## src/rtl/digital_clock_ctrl.sv

```systemverilog
// -----------------------------------------------------------------------------
// digital_clock_ctrl
// Run/set controller for the DigitalClock time-keeping datapath. Produces the
// 1 Hz advance enable and runs a two-button time-set session (hours, then
// minutes) that finishes with a one-cycle parallel load of H:M:00.
//
// Ports
//   clk, reset_n              clock, asynchronous active-low reset
//   btn_mode, btn_inc         raw asynchronous buttons, active-high
//   cur_hours, cur_minutes    live time from the datapath
//   tick_1hz                  one-cycle advance enable (RUN only)
//   load                      one-cycle parallel-load strobe
//   load_hours/minutes        edited time, valid while load=1
//   load_seconds              constant 0
//   set_mode                  00 RUN, 01 SET_HR, 10 SET_MIN
//   blink                     display blink for the field being edited
// -----------------------------------------------------------------------------
module digital_clock_ctrl #(
  parameter int unsigned CLK_HZ       = 10_000_000,
  parameter int unsigned DEBOUNCE_CYC = 65_536,
  parameter int unsigned BLINK_CYC    = 2_500_000,
  parameter int unsigned TIMEOUT_S    = 30
) (
  input  logic       clk,
  input  logic       reset_n,
  input  logic       btn_mode,
  input  logic       btn_inc,
  input  logic [5:0] cur_hours,
  input  logic [5:0] cur_minutes,
  output logic       tick_1hz,
  output logic       load,
  output logic [5:0] load_hours,
  output logic [5:0] load_minutes,
  output logic [5:0] load_seconds,
  output logic [1:0] set_mode,
  output logic       blink
);

  localparam int unsigned PW = $clog2(CLK_HZ + 1);
  localparam int unsigned DW = $clog2(DEBOUNCE_CYC + 1);
  localparam int unsigned BW = $clog2(BLINK_CYC + 1);
  localparam int unsigned TW = $clog2(TIMEOUT_S + 1);

  localparam int unsigned BTN_MODE = 0;
  localparam int unsigned BTN_INC  = 1;

  typedef enum logic [1:0] {
    ST_RUN     = 2'b00,
    ST_SET_HR  = 2'b01,
    ST_SET_MIN = 2'b10
  } state_t;

  state_t              state;
  logic [1:0]          btn_raw;
  logic [1:0]          sync1;
  logic [1:0]          sync2;
  logic [1:0]          db_lvl;
  logic [1:0]          db_lvl_q;
  logic [1:0][DW-1:0]  db_cnt;
  logic [1:0]          press;
  logic                press_mode;
  logic                press_inc;
  logic                any_press;
  logic [PW-1:0]       presc;
  logic                sec_evt;
  logic [BW-1:0]       blink_cnt;
  logic [TW-1:0]       timeout_cnt;
  logic [5:0]          shadow_h;
  logic [5:0]          shadow_m;

  assign btn_raw = {btn_inc, btn_mode};

  // Synchronise and debounce both buttons; a level is accepted only after
  // DEBOUNCE_CYC consecutive samples that differ from the current level.
  always_ff @(posedge clk or negedge reset_n) begin
    if (!reset_n) begin
      sync1    <= '0;
      sync2    <= '0;
      db_lvl   <= '0;
      db_lvl_q <= '0;
      db_cnt   <= '0;
    end else begin
      sync1    <= btn_raw;
      sync2    <= sync1;
      db_lvl_q <= db_lvl;
      for (int i = 0; i < 2; i++) begin
        if (sync2[i] != db_lvl[i]) begin
          if (db_cnt[i] == DW'(DEBOUNCE_CYC - 1)) begin
            db_lvl[i] <= sync2[i];
            db_cnt[i] <= '0;
          end else begin
            db_cnt[i] <= db_cnt[i] + DW'(1);
          end
        end else begin
          db_cnt[i] <= '0;
        end
      end
    end
  end

  // Rising edge of the accepted level; mode wins over a coincident inc.
  assign press      = db_lvl & ~db_lvl_q;
  assign press_mode = press[BTN_MODE];
  assign press_inc  = press[BTN_INC] & ~press[BTN_MODE];
  assign any_press  = |press;

  assign sec_evt = (presc == PW'(CLK_HZ - 1));

  // Prescaler, blink, timeout and the run/set state machine.
  always_ff @(posedge clk or negedge reset_n) begin
    if (!reset_n) begin
      state       <= ST_RUN;
      presc       <= '0;
      tick_1hz    <= 1'b0;
      load        <= 1'b0;
      blink       <= 1'b0;
      blink_cnt   <= '0;
      timeout_cnt <= '0;
      shadow_h    <= '0;
      shadow_m    <= '0;
    end else begin
      load     <= 1'b0;
      tick_1hz <= sec_evt && (state == ST_RUN);
      presc    <= sec_evt ? '0 : presc + PW'(1);

      case (state)
        ST_RUN: begin
          blink     <= 1'b0;
          blink_cnt <= '0;
          if (press_mode) begin
            state       <= ST_SET_HR;
            shadow_h    <= cur_hours;
            shadow_m    <= cur_minutes;
            presc       <= '0;
            timeout_cnt <= '0;
            blink       <= 1'b1;
          end
        end

        ST_SET_HR, ST_SET_MIN: begin
          if (blink_cnt == BW'(BLINK_CYC - 1)) begin
            blink_cnt <= '0;
            blink     <= ~blink;
          end else begin
            blink_cnt <= blink_cnt + BW'(1);
          end

          if (any_press) begin
            timeout_cnt <= '0;
          end else if (sec_evt && (timeout_cnt != TW'(TIMEOUT_S))) begin
            timeout_cnt <= timeout_cnt + TW'(1);
          end

          if (press_mode) begin
            if (state == ST_SET_HR) begin
              state <= ST_SET_MIN;
            end else begin
              // Commit: restart the prescaler so the first tick lands a full
              // second after the load.
              state     <= ST_RUN;
              load      <= 1'b1;
              presc     <= '0;
              blink     <= 1'b0;
              blink_cnt <= '0;
            end
          end else if (timeout_cnt == TW'(TIMEOUT_S)) begin
            // Abort: datapath keeps the frozen time.
            state     <= ST_RUN;
            blink     <= 1'b0;
            blink_cnt <= '0;
          end else if (press_inc) begin
            if (state == ST_SET_HR) begin
              shadow_h <= (shadow_h >= 6'd23) ? 6'd0 : shadow_h + 6'd1;
            end else begin
              shadow_m <= (shadow_m >= 6'd59) ? 6'd0 : shadow_m + 6'd1;
            end
          end
        end

        default: begin
          state     <= ST_RUN;
          blink     <= 1'b0;
          blink_cnt <= '0;
        end
      endcase
    end
  end

  assign set_mode     = state;
  assign load_hours   = shadow_h;
  assign load_minutes = shadow_m;
  assign load_seconds = 6'd0;

endmodule

```

## config.mk

```make
export PLATFORM = sky130hd
export DESIGN_NAME = digital_clock_ctrl
export DESIGN_NICKNAME = d
export VERILOG_FILES = /design/src/rtl/digital_clock_ctrl.sv
export SDC_FILE = /design/constraint.sdc
export NUM_CORES = 1
export LEC_CHECK = 0
export ABC_AREA = 1
export CAP_MARGIN = 20
export CORE_MARGIN = 2
export CORE_UTILIZATION = 64
export DETAILED_ROUTE_END_ITERATION = 10
export PLACE_DENSITY = 0.85
export RECOVER_POWER = 25
export SKIP_LAST_GASP = 1
export SLEW_MARGIN = 20
export SYNTH_ARGS = -nofsm -noshare
export SYNTH_HDL_FRONTEND = slang
export SYNTH_SLANG_ARGS = --single-unit
```

## constraint.sdc

```tcl
create_clock -name clk -period 3.43 [get_ports clk]
set_input_delay 0.8575 -clock clk [delete_from_list [all_inputs] [get_ports clk]]
set_output_delay 0.8575 -clock clk [all_outputs]
set_load 0.02 [all_outputs]
```

======== Word level (Yosys, flattened, before mapping) ========
Cells that the tools add are included.
storage, ports and cells
  bits of input ports ..................... 16
  word-level logic and storage cells ...... 106
  output and inout port bits .............. 23
  register bits ........................... 110
operators by class
  muxes and demuxes ....................... 46
  equality and inequality tests ........... 18
  reduce and logical (&&, ||, !) cells .... 12
  magnitude comparators ................... 2
  add/subtract/negate cells ............... 7
  bitwise gates (word level) .............. 5
operators with widths
  kind                                                                                  count
  22-bit two-way mux                                                                    5
  24-bit two-way mux                                                                    4
  6-bit two-way mux                                                                     12
  17-bit two-way mux                                                                    4
  24-bit one-hot mux with 2 select lines                                                1
  17-bit by 1-bit adder with 17-bit output (second input constant)                      2
  17-bit by 16-bit equality test with 1-bit output (second input constant)              2
  24-bit by 1-bit adder with 24-bit output (second input constant)                      1
  24-bit equality test (second input constant)                                          1
  6-bit one-hot mux with 2 select lines                                                 2
  22-bit by 1-bit adder with 22-bit output (second input constant)                      1
  22-bit equality test (second input constant)                                          1
  5-bit two-way mux                                                                     3
  6-bit by 1-bit adder with 6-bit output (second input constant)                        2
  2-bit inequality test (second input constant)                                         6
  6-bit AND reduction                                                                   2
  5-bit one-hot mux with 2 select lines                                                 1
  1-bit two-way mux                                                                     8
  2-bit two-way mux                                                                     4
  6-bit by 5-bit greater-or-equal comparator with 1-bit output (second input constant)  1
  6-bit greater-or-equal comparator (second input constant)                             1
  3-bit inequality test (second input constant)                                         2
  2-bit AND reduction                                                                   3
  5-bit by 1-bit adder with 5-bit output (second input constant)                        1
  other kinds (16)                                                                      20

======== Logic depth before layout (Yosys ltp) ========
Gate-level depths: netlist of run 1.
  depth after elaboration ................. 8
  gate-level depth with buffers ........... 10
  depth with buffers taken out ............ 10

======== Least setup slack after synthesis of run 1 ========
No wires, ideal clock.
  path type ............................... register to register
  from .................................... register state[0], in the netlist set_mode[0]
  to ...................................... register timeout_cnt[3]
  required time ........................... 3.365 ns
  arrival ................................. 1.682 ns
  clock period less this slack ............ 1.747 ns
  cell stages (with the launch flop) ...... 10
  path slack .............................. 1.683 ns
  path buffers ............................ 1
  library setup time ...................... 0.065 ns
  cells stage by stage .................... dfrtp_1 > inv_1 > ha_1 > buf_2 > nand2_1 > a21oi_1 > nand4_2 > nand2_2 > nand2_1 > nand2_1
between the ends
  longest elaborated chain between the ends .. 4
  elaborated cells between the ends (all ways) .. 9
RTL lines
  what                                                                                   line  RTL
  start: declaration                                                                     53    state_t state;
  start signal: assignment                                                               112   state <= ST_RUN;
  start signal: assignment                                                               131   state <= ST_SET_HR;
  start signal: assignment                                                               156   state <= ST_SET_MIN;
  2-bit by 1-bit equality test with 1-bit output or 2-bit equality test (tied branches)  126   case (state)
  2-bit OR reduction                                                                     126
  3-bit inequality test (no source line) or 2-bit nonzero test (tied branches)           n/a
  3-bit AND reduction (no source line)                                                   n/a
  end signal: assignment                                                                 151   timeout_cnt <= timeout_cnt + TW'(1);
  end: declaration                                                                       67    logic [TW-1:0] timeout_cnt;
Several ways; a longest one is shown, not always the timed one.
A chain may end at the register's enable or synchronous reset.

======== Worst setup path in the final report of run 1 ========
  from .................................... register shadow_h[1], in the netlist load_hours[1]
  to ...................................... output load_hours[1]
RTL lines
  what                      line  RTL
  start: declaration        68    logic [5:0] shadow_h;
  start signal: assignment  132   shadow_h <= cur_hours;
  start signal: assignment  173   shadow_h <= (shadow_h >= 6'd23) ? 6'd0 : shadow_h + 6'd1;
  end: declaration          32    output logic [5:0] load_hours,
No word-level cell between the ends.

==> qor.json, run 1 <==
{
  "status": {
    "status": "complete, but fails checks",
    "violations": "max-capacitance violations, max-slew violations"
  },
  "final_layout": {
    "final_core_utilization_pct": 71.2,
    "number_of_fill_cells": 766,
    "num_antenna_cells": 0,
    "final_cell_area_um2": 6830,
    "most-common-layout-cells": "sky130_fd_sc_hd__nand2_1 (188), sky130_fd_sc_hd__nor2_1 (148), sky130_fd_sc_hd__dfrtp_1 (110), sky130_fd_sc_hd__inv_1 (81), sky130_fd_sc_hd__nand3_1 (51)",
    "design.final.nets": 868,
    "syn2layout_area_growth_pct": 9.59,
    "final_cell_count_no_fill": 977,
    "layout.cells.most_common": "sky130_fd_sc_hd__nand2_1",
    "final_layout_size_suffix_gt1_share_pct": 8.41
  },
  "die": {
    "chipHeight_um": 103,
    "floorplan.die.width_um": 103,
    "ioPinCount": 39,
    "floorplan.rows": 36,
    "core_area_um2": 9590,
    "die_outline_area_um2": 10500,
    "initial_core_util_pct": 65.0
  },
  "synth": {
    "synth_top_area_share_pct": 44.1,
    "yosys_register_bits": 110,
    "synth_cells": 801,
    "yosys.cell_types.count": 43,
    "synthesis.area_um2": 6240,
    "post-synth-top-area-cell": "sky130_fd_sc_hd__dfrtp_1",
    "synthTopCellsByArea": "sky130_fd_sc_hd__dfrtp_1 (44%), sky130_fd_sc_hd__nand2_1 (11%), sky130_fd_sc_hd__nor2_1 (8.9%)",
    "sequential_cell_area_fraction_in_the_yosys_report_pct": 44.1,
    "synth.yosys.warnings": 0,
    "post_synth.cell_area_avg_um2": 7.79
  },
  "clock_tree": {
    "clkTransAtPathRegs_ns": 0.10,
    "insertion_delay_ns": 0.38,
    "ctsLongestPathBuffers": 2,
    "tritoncts_clock_tree": "built",
    "cts-htree-levels": 3,
    "ctsResizeCount": 0,
    "cts_inserted_buffers": 9,
    "cts.sink_count": 110,
    "cts-hold-fix-buffers": 0,
    "clk_root_buffer_cell": "sky130_fd_sc_hd__clkbuf_8",
    "post_cts_buffers": 0
  },
  "worst_setup_path": {
    "timing.critical_path.to_type": "output port",
    "cp.buffers_inverters": 1,
    "critPathArrivalTime_ns": 1.44,
    "cp-start-kind": "register",
    "critical_path.max_stage_delay_ns": 0.64,
    "cp.depth": 1,
    "timing.setup.critical_path_class": "register to output port",
    "cp_cell_sequence": "clkdlybuf4s50_1",
    "timing.critical_path.fanout_max": 4,
    "worst_path_dominant_cell_family": "buffers and inverters",
    "critPathRequiredTime_ns": 2.57,
    "reg2reg_depth": 7,
    "cp_slowest_cell": "sky130_fd_sc_hd__clkdlybuf4s50_1"
  },
  "routing": {
    "post-route-drc-count": 0,
    "wl_final_um": 12400,
    "drt_pre_antenna_iters": 8,
    "wl_per_cell_um": 12.7,
    "via_count": 5239,
    "vias_per_cell": 5.36,
    "drtAntennaViolNets": 0,
    "drtIter0Drc": 210
  },
  "place": {
    "dpl-instance-area_um2": 6670,
    "dp.cells": 962,
    "io_buffer_count": 32,
    "hpwlAfterDp_um": 9390,
    "gpl.final_weighted_congestion": 0.910
  },
  "global_routing": {
    "first_global_vias": 5022,
    "pin_count_of_the_biggest_net_entering_global_routing": 63,
    "grt_antenna_before_repair": 0,
    "gr-total-overflow": 0,
    "gr-usage-all-layers_pct": 25.4,
    "grt_first_pass_wirelength_um": 21200
  },
  "run": {
    "maxCapViolations": 1
  },
  "hold_path": {
    "min_path_type": "register to register",
    "hold-path-cell-count": 0
  },
  "power_and_ir_drop": {
    "net-switching-power_w": 0.000480,
    "p_leak_nw": 2.94,
    "sw_frac_of_total_pct": 23.0,
    "power_per_cell_area_nw_per_um2": 306,
    "combPwrFrac_pct": 3.6,
    "cell_internal_pwr_w": 0.00161,
    "clock_power_share_pct": 33.8,
    "vdd_ir_max_uv": 280,
    "proportion_of_power_drawn_by_flip_flops_and_latches_pct": 62.6
  },
  "timing": {
    "slew_headroom_pct": -1.62,
    "totalNegativeSetupSlack_ns": 0,
    "hold_viol_final": 0,
    "final.min_clock_period_ns": 2.30,
    "final-setup-viol-count": 0,
    "fmax_ghz": 0.435,
    "min_period_over_period_pct": 67.1,
    "rsz0062_at_grt": "no",
    "timing_worst_slew_pin_value_ns": 1.52,
    "final.setup_skew_ns": 0.00839,
    "final_max_tran_viols": 63
  }
}
[layout make-up]
cell class / count / area, um2 / area share [%]
multi-input combinational: 596 / 3080 / 45.0
clock inverter: 3 / 21.3 / 0.311
sequential: 110 / 2750 / 40.3
clock buffer: 12 / 145 / 2.12
timing repair buffer: 37 / 349 / 5.11
tap: 133 / 166 / 2.44
inverter: 86 / 323 / 4.72
[routing by layer]
layer | track usage [%] | vias up | share of wire, % | wire (um)
li1 | - | 2612 | - | -
met1 | 32.1 | 2464 | 44 | 5410
met2 | 43.0 | 131 | 50 | 6180
met3 | 5.22 | 32 | 4.5 | 557
met4 | 9.85 | 0 | 2.2 | 271
met5 | 0 | - | 0 | 0
[cells by family after synthesis]
kind of cell / Yosys count / share of synthesized area (%)
AOI/OAI and AO/OA: 58 / 5.96
xor gates and xnor gates: 36 / 5.18
adders and majority gates: 12 / 2.41
buffers and inverters: 100 / 6.82
DFF: 110 / 44.1
other: 1 / 0.0601
and+or+nand+nor: 484 / 35.4
[sequential cells by signal, indices dropped and copies added, names as in the netlist]
name,flops
load,1
db_lvl_q,2
tick_1hz,1
timeout_cnt,5
sync1,2
blink,1
blink_cnt,22
presc,24
set_mode,2
db_lvl,2
load_minutes,6
load_hours,6
db_cnt,34
sync2,2
[power by group through the flow]
stage | Sequential [W] | Combinational (W) | Clock (W)
detailed placement | 0.00134 | 0.0000785 | 0
CTS | 0.00131 | 0.0000788 | 0.000727
finish | 0.00131 | 0.0000752 | 0.000706
global placement | 0.00133 | 0.0000769 | 0
floorplan | 0.00133 | 0.0000319 | 0
global route | 0.00131 | 0.0000867 | 0.000785
[path summary, 6_finish.rpt]
check	startpoint	end	slack, ns
setup / recovery	load_hours[1]	load_hours[1]	1.13
hold / removal	sync1[0]	sync2[0]	0.36
setup reg to reg	set_mode[0]	load_minutes[2]	1.39
hold reg to reg	sync1[0]	sync2[0]	0.36
max in group asynchronous	reset_n	load_minutes[2]	1.63
min in group asynchronous	reset_n	blink_cnt[21]	0.83
[Yosys cell counts, drive strengths merged]
cell and count:
a21boi 1, a21oi 13, a22o 1, a31o 2, a31oi 1, a41oi 1
buf 13, clkbuf 1, conb 1, dfrtp 110, ha 12, inv 86
nand2 199, nand3 53, nand3b 1, nand4 18, nor2 171, nor3 28
nor3b 11, nor4 3, o211a 1, o211ai 2, o21a 4, o21ai 31
o22ai 1, xnor2 10, xor2 26
[metrics by stage]
| stage | setup WS [ns] | hold slack (ns) | total power, W |
|---|---|---|---|
| finish | 1.13 | 0.359 | 0.00209 |
| global route | 1.08 | 0.376 | 0.00218 |
| CTS | 1.12 | 0.362 | 0.00212 |
| detailed placement | 1.39 | 0.342 | 0.00141 |
| global placement | 1.49 | 0.338 | 0.00141 |
| floorplan | 1.68 | 0.331 | 0.00137 |
Power figures use the tool's default switching activity.
==> inputs of run 2 (changes only) <==
Settings changed: CORE_UTILIZATION 64 to 60, PLACE_DENSITY 0.85 to 0.81.
Clock period 3.43 ns to 2.4 ns, I/O delays scaled along.
==> qor.json, run 2 (synthesis gave the netlist of run 1 again) <==
{
  "status": {
    "status": "finished, final reports clean"
  },
  "timing": {
    "timing_worst_slew_pin_value_ns": 0.894,
    "min_period_over_period_pct": 86.6,
    "final_max_tran_viols": 0,
    "rsz0062_at_grt": "no",
    "totalNegativeSetupSlack_ns": 0,
    "final.setup_skew_ns": 0.00785,
    "hold_viol_final": 0,
    "fmax_ghz": 0.481,
    "final-setup-viol-count": 0,
    "slew_headroom_pct": 40.4,
    "final.min_clock_period_ns": 2.08
  },
  "worst_setup_path": {
    "cp_slowest_cell": "sky130_fd_sc_hd__clkdlybuf4s50_1",
    "worst_path_dominant_cell_family": "buffers and inverters",
    "reg2reg_depth": 7,
    "critical_path.reg2reg.endpoint": "load_minutes[2]",
    "worst-r2r-setup-slack_ns": 0.35,
    "critPathRequiredTime_ns": 1.80,
    "cp.buffers_inverters": 1,
    "timing.setup.critical_path_class": "register to output port",
    "cp-start-kind": "register",
    "timing.critical_path.fanout_max": 5,
    "critPathArrivalTime_ns": 1.48,
    "timing.critical_path.to_type": "output port",
    "critical_path.max_stage_delay_ns": 0.64,
    "timing.rr.start": "set_mode[0]",
    "cp_cell_sequence": "clkdlybuf4s50_1"
  },
  "clock_tree": {
    "clk_root_buffer_cell": "sky130_fd_sc_hd__clkbuf_8",
    "tritoncts_clock_tree": "built",
    "cts.sink_count": 110,
    "cts-htree-levels": 3,
    "cts-hold-fix-buffers": 0,
    "cts_inserted_buffers": 9,
    "ctsResizeCount": 0,
    "insertion_delay_ns": 0.39,
    "ctsLongestPathBuffers": 2,
    "post_cts_buffers": 0,
    "clkTransAtPathRegs_ns": 0.10
  },
  "power_and_ir_drop": {
    "power_per_cell_area_nw_per_um2": 444,
    "vdd_ir_max_uv": 512,
    "p_leak_nw": 2.94
  },
  "global_routing": {
    "pin_count_of_the_biggest_net_entering_global_routing": 68,
    "grt_first_pass_wirelength_um": 23000,
    "gr-usage-all-layers_pct": 25.1,
    "first_global_vias": 5332,
    "gr-total-overflow": 0,
    "grt_antenna_before_repair": 0
  },
  "die": {
    "chipHeight_um": 106,
    "floorplan.die.width_um": 106,
    "core_area_um2": 10200,
    "ioPinCount": 39,
    "initial_core_util_pct": 61.2,
    "die_outline_area_um2": 11200,
    "floorplan.rows": 37
  },
  "run": {
    "maxCapViolations": 0
  },
  "routing": {
    "wl_final_um": 12700,
    "post-route-drc-count": 0,
    "wl_per_cell_um": 13.0,
    "drt_pre_antenna_iters": 5,
    "drtIter0Drc": 277,
    "vias_per_cell": 5.31,
    "drtAntennaViolNets": 0,
    "via_count": 5208
  },
  "final_layout": {
    "design.final.nets": 867,
    "most-common-layout-cells": "sky130_fd_sc_hd__nand2_1 (188), sky130_fd_sc_hd__nor2_1 (148), sky130_fd_sc_hd__dfrtp_1 (110), sky130_fd_sc_hd__inv_1 (81), sky130_fd_sc_hd__nand3_1 (51)",
    "syn2layout_area_growth_pct": 9.77,
    "layout.cells.most_common": "sky130_fd_sc_hd__nand2_1",
    "final_layout_size_suffix_gt1_share_pct": 8.53,
    "final_cell_count_no_fill": 980,
    "largest-register": "db_cnt",
    "biggestRegsByFlops": "db_cnt x34, presc x24, blink_cnt x22",
    "number_of_fill_cells": 836,
    "largest_register_ff_count": 34,
    "num_antenna_cells": 0
  },
  "hold_path": {
    "min_path_type": "primary input to async pin"
  },
  "place": {
    "hpwlAfterDp_um": 9440,
    "io_buffer_count": 32,
    "dp.cells": 964,
    "gpl.final_weighted_congestion": 0.937
  }
}
run 2: stage by stage:
step	hold slack [ns]	total power (W)	instance area, um2	util (%)	setup WS, ns
2_1_floorplan	0.304	0.00195	6250	-	0.653
3_3_place_gp	0.335	0.00202	6680	65.6	0.470
3_5_place_dp	0.349	0.00202	6680	65.6	0.360
4_1_cts	0.0414	0.00308	6860	67.4	0.308
5_1_grt	0.350	0.00317	6850	67.2	0.146
6_report	0.286	0.00304	6850	67.2	0.321
run 2: per-layer routing:
metal / share of wire, % / track usage, %
met3: 4.3 / 5.70
met2: 50 / 43.6
met4: 1.8 / 8.65
met1: 44 / 30.9
met5: 0 / 0
run 2: how the worst max path moves through the flow:
stage | from | end | slack [ns] | cells past startpoint
final | load_hours[0] | load_hours[0] | 0.32 | 1
after global routing | set_mode[0] | load_minutes[2] | 0.15 | 7
after CTS | load_hours[0] | load_hours[0] | 0.31 | 1
after detailed placement | set_mode[0] | load_minutes[2] | 0.36 | 7
after global placement | set_mode[0] | load_minutes[2] | 0.47 | 7
after floorplan | set_mode[0] | timeout_cnt[3] | 0.65 | 9
run 2: report_power, final:
group / total (W) / leakage (nW) / internal, W / switching, W
sequential: 0.00187 / 1.46 / 0.00186 / 0.00000836
combinational: 0.000106 / 1.40 / 0.0000366 / 0.0000697
clock: 0.00106 / 0.0879 / 0.000393 / 0.000669
total: 0.00304 / 2.94 / 0.00229 / 0.000747
run 2: final cells by class:
type | instances | area (um2) | area share [%]
multi-input combinational | 596 | 3080 | 44.9
tap | 136 | 170 | 2.49
clock inverter | 6 | 51.3 | 0.749
timing repair buffer | 36 | 344 | 5.03
clock buffer | 10 | 128 | 1.86
sequential | 110 | 2750 | 40.2
inverter | 86 | 323 | 4.72
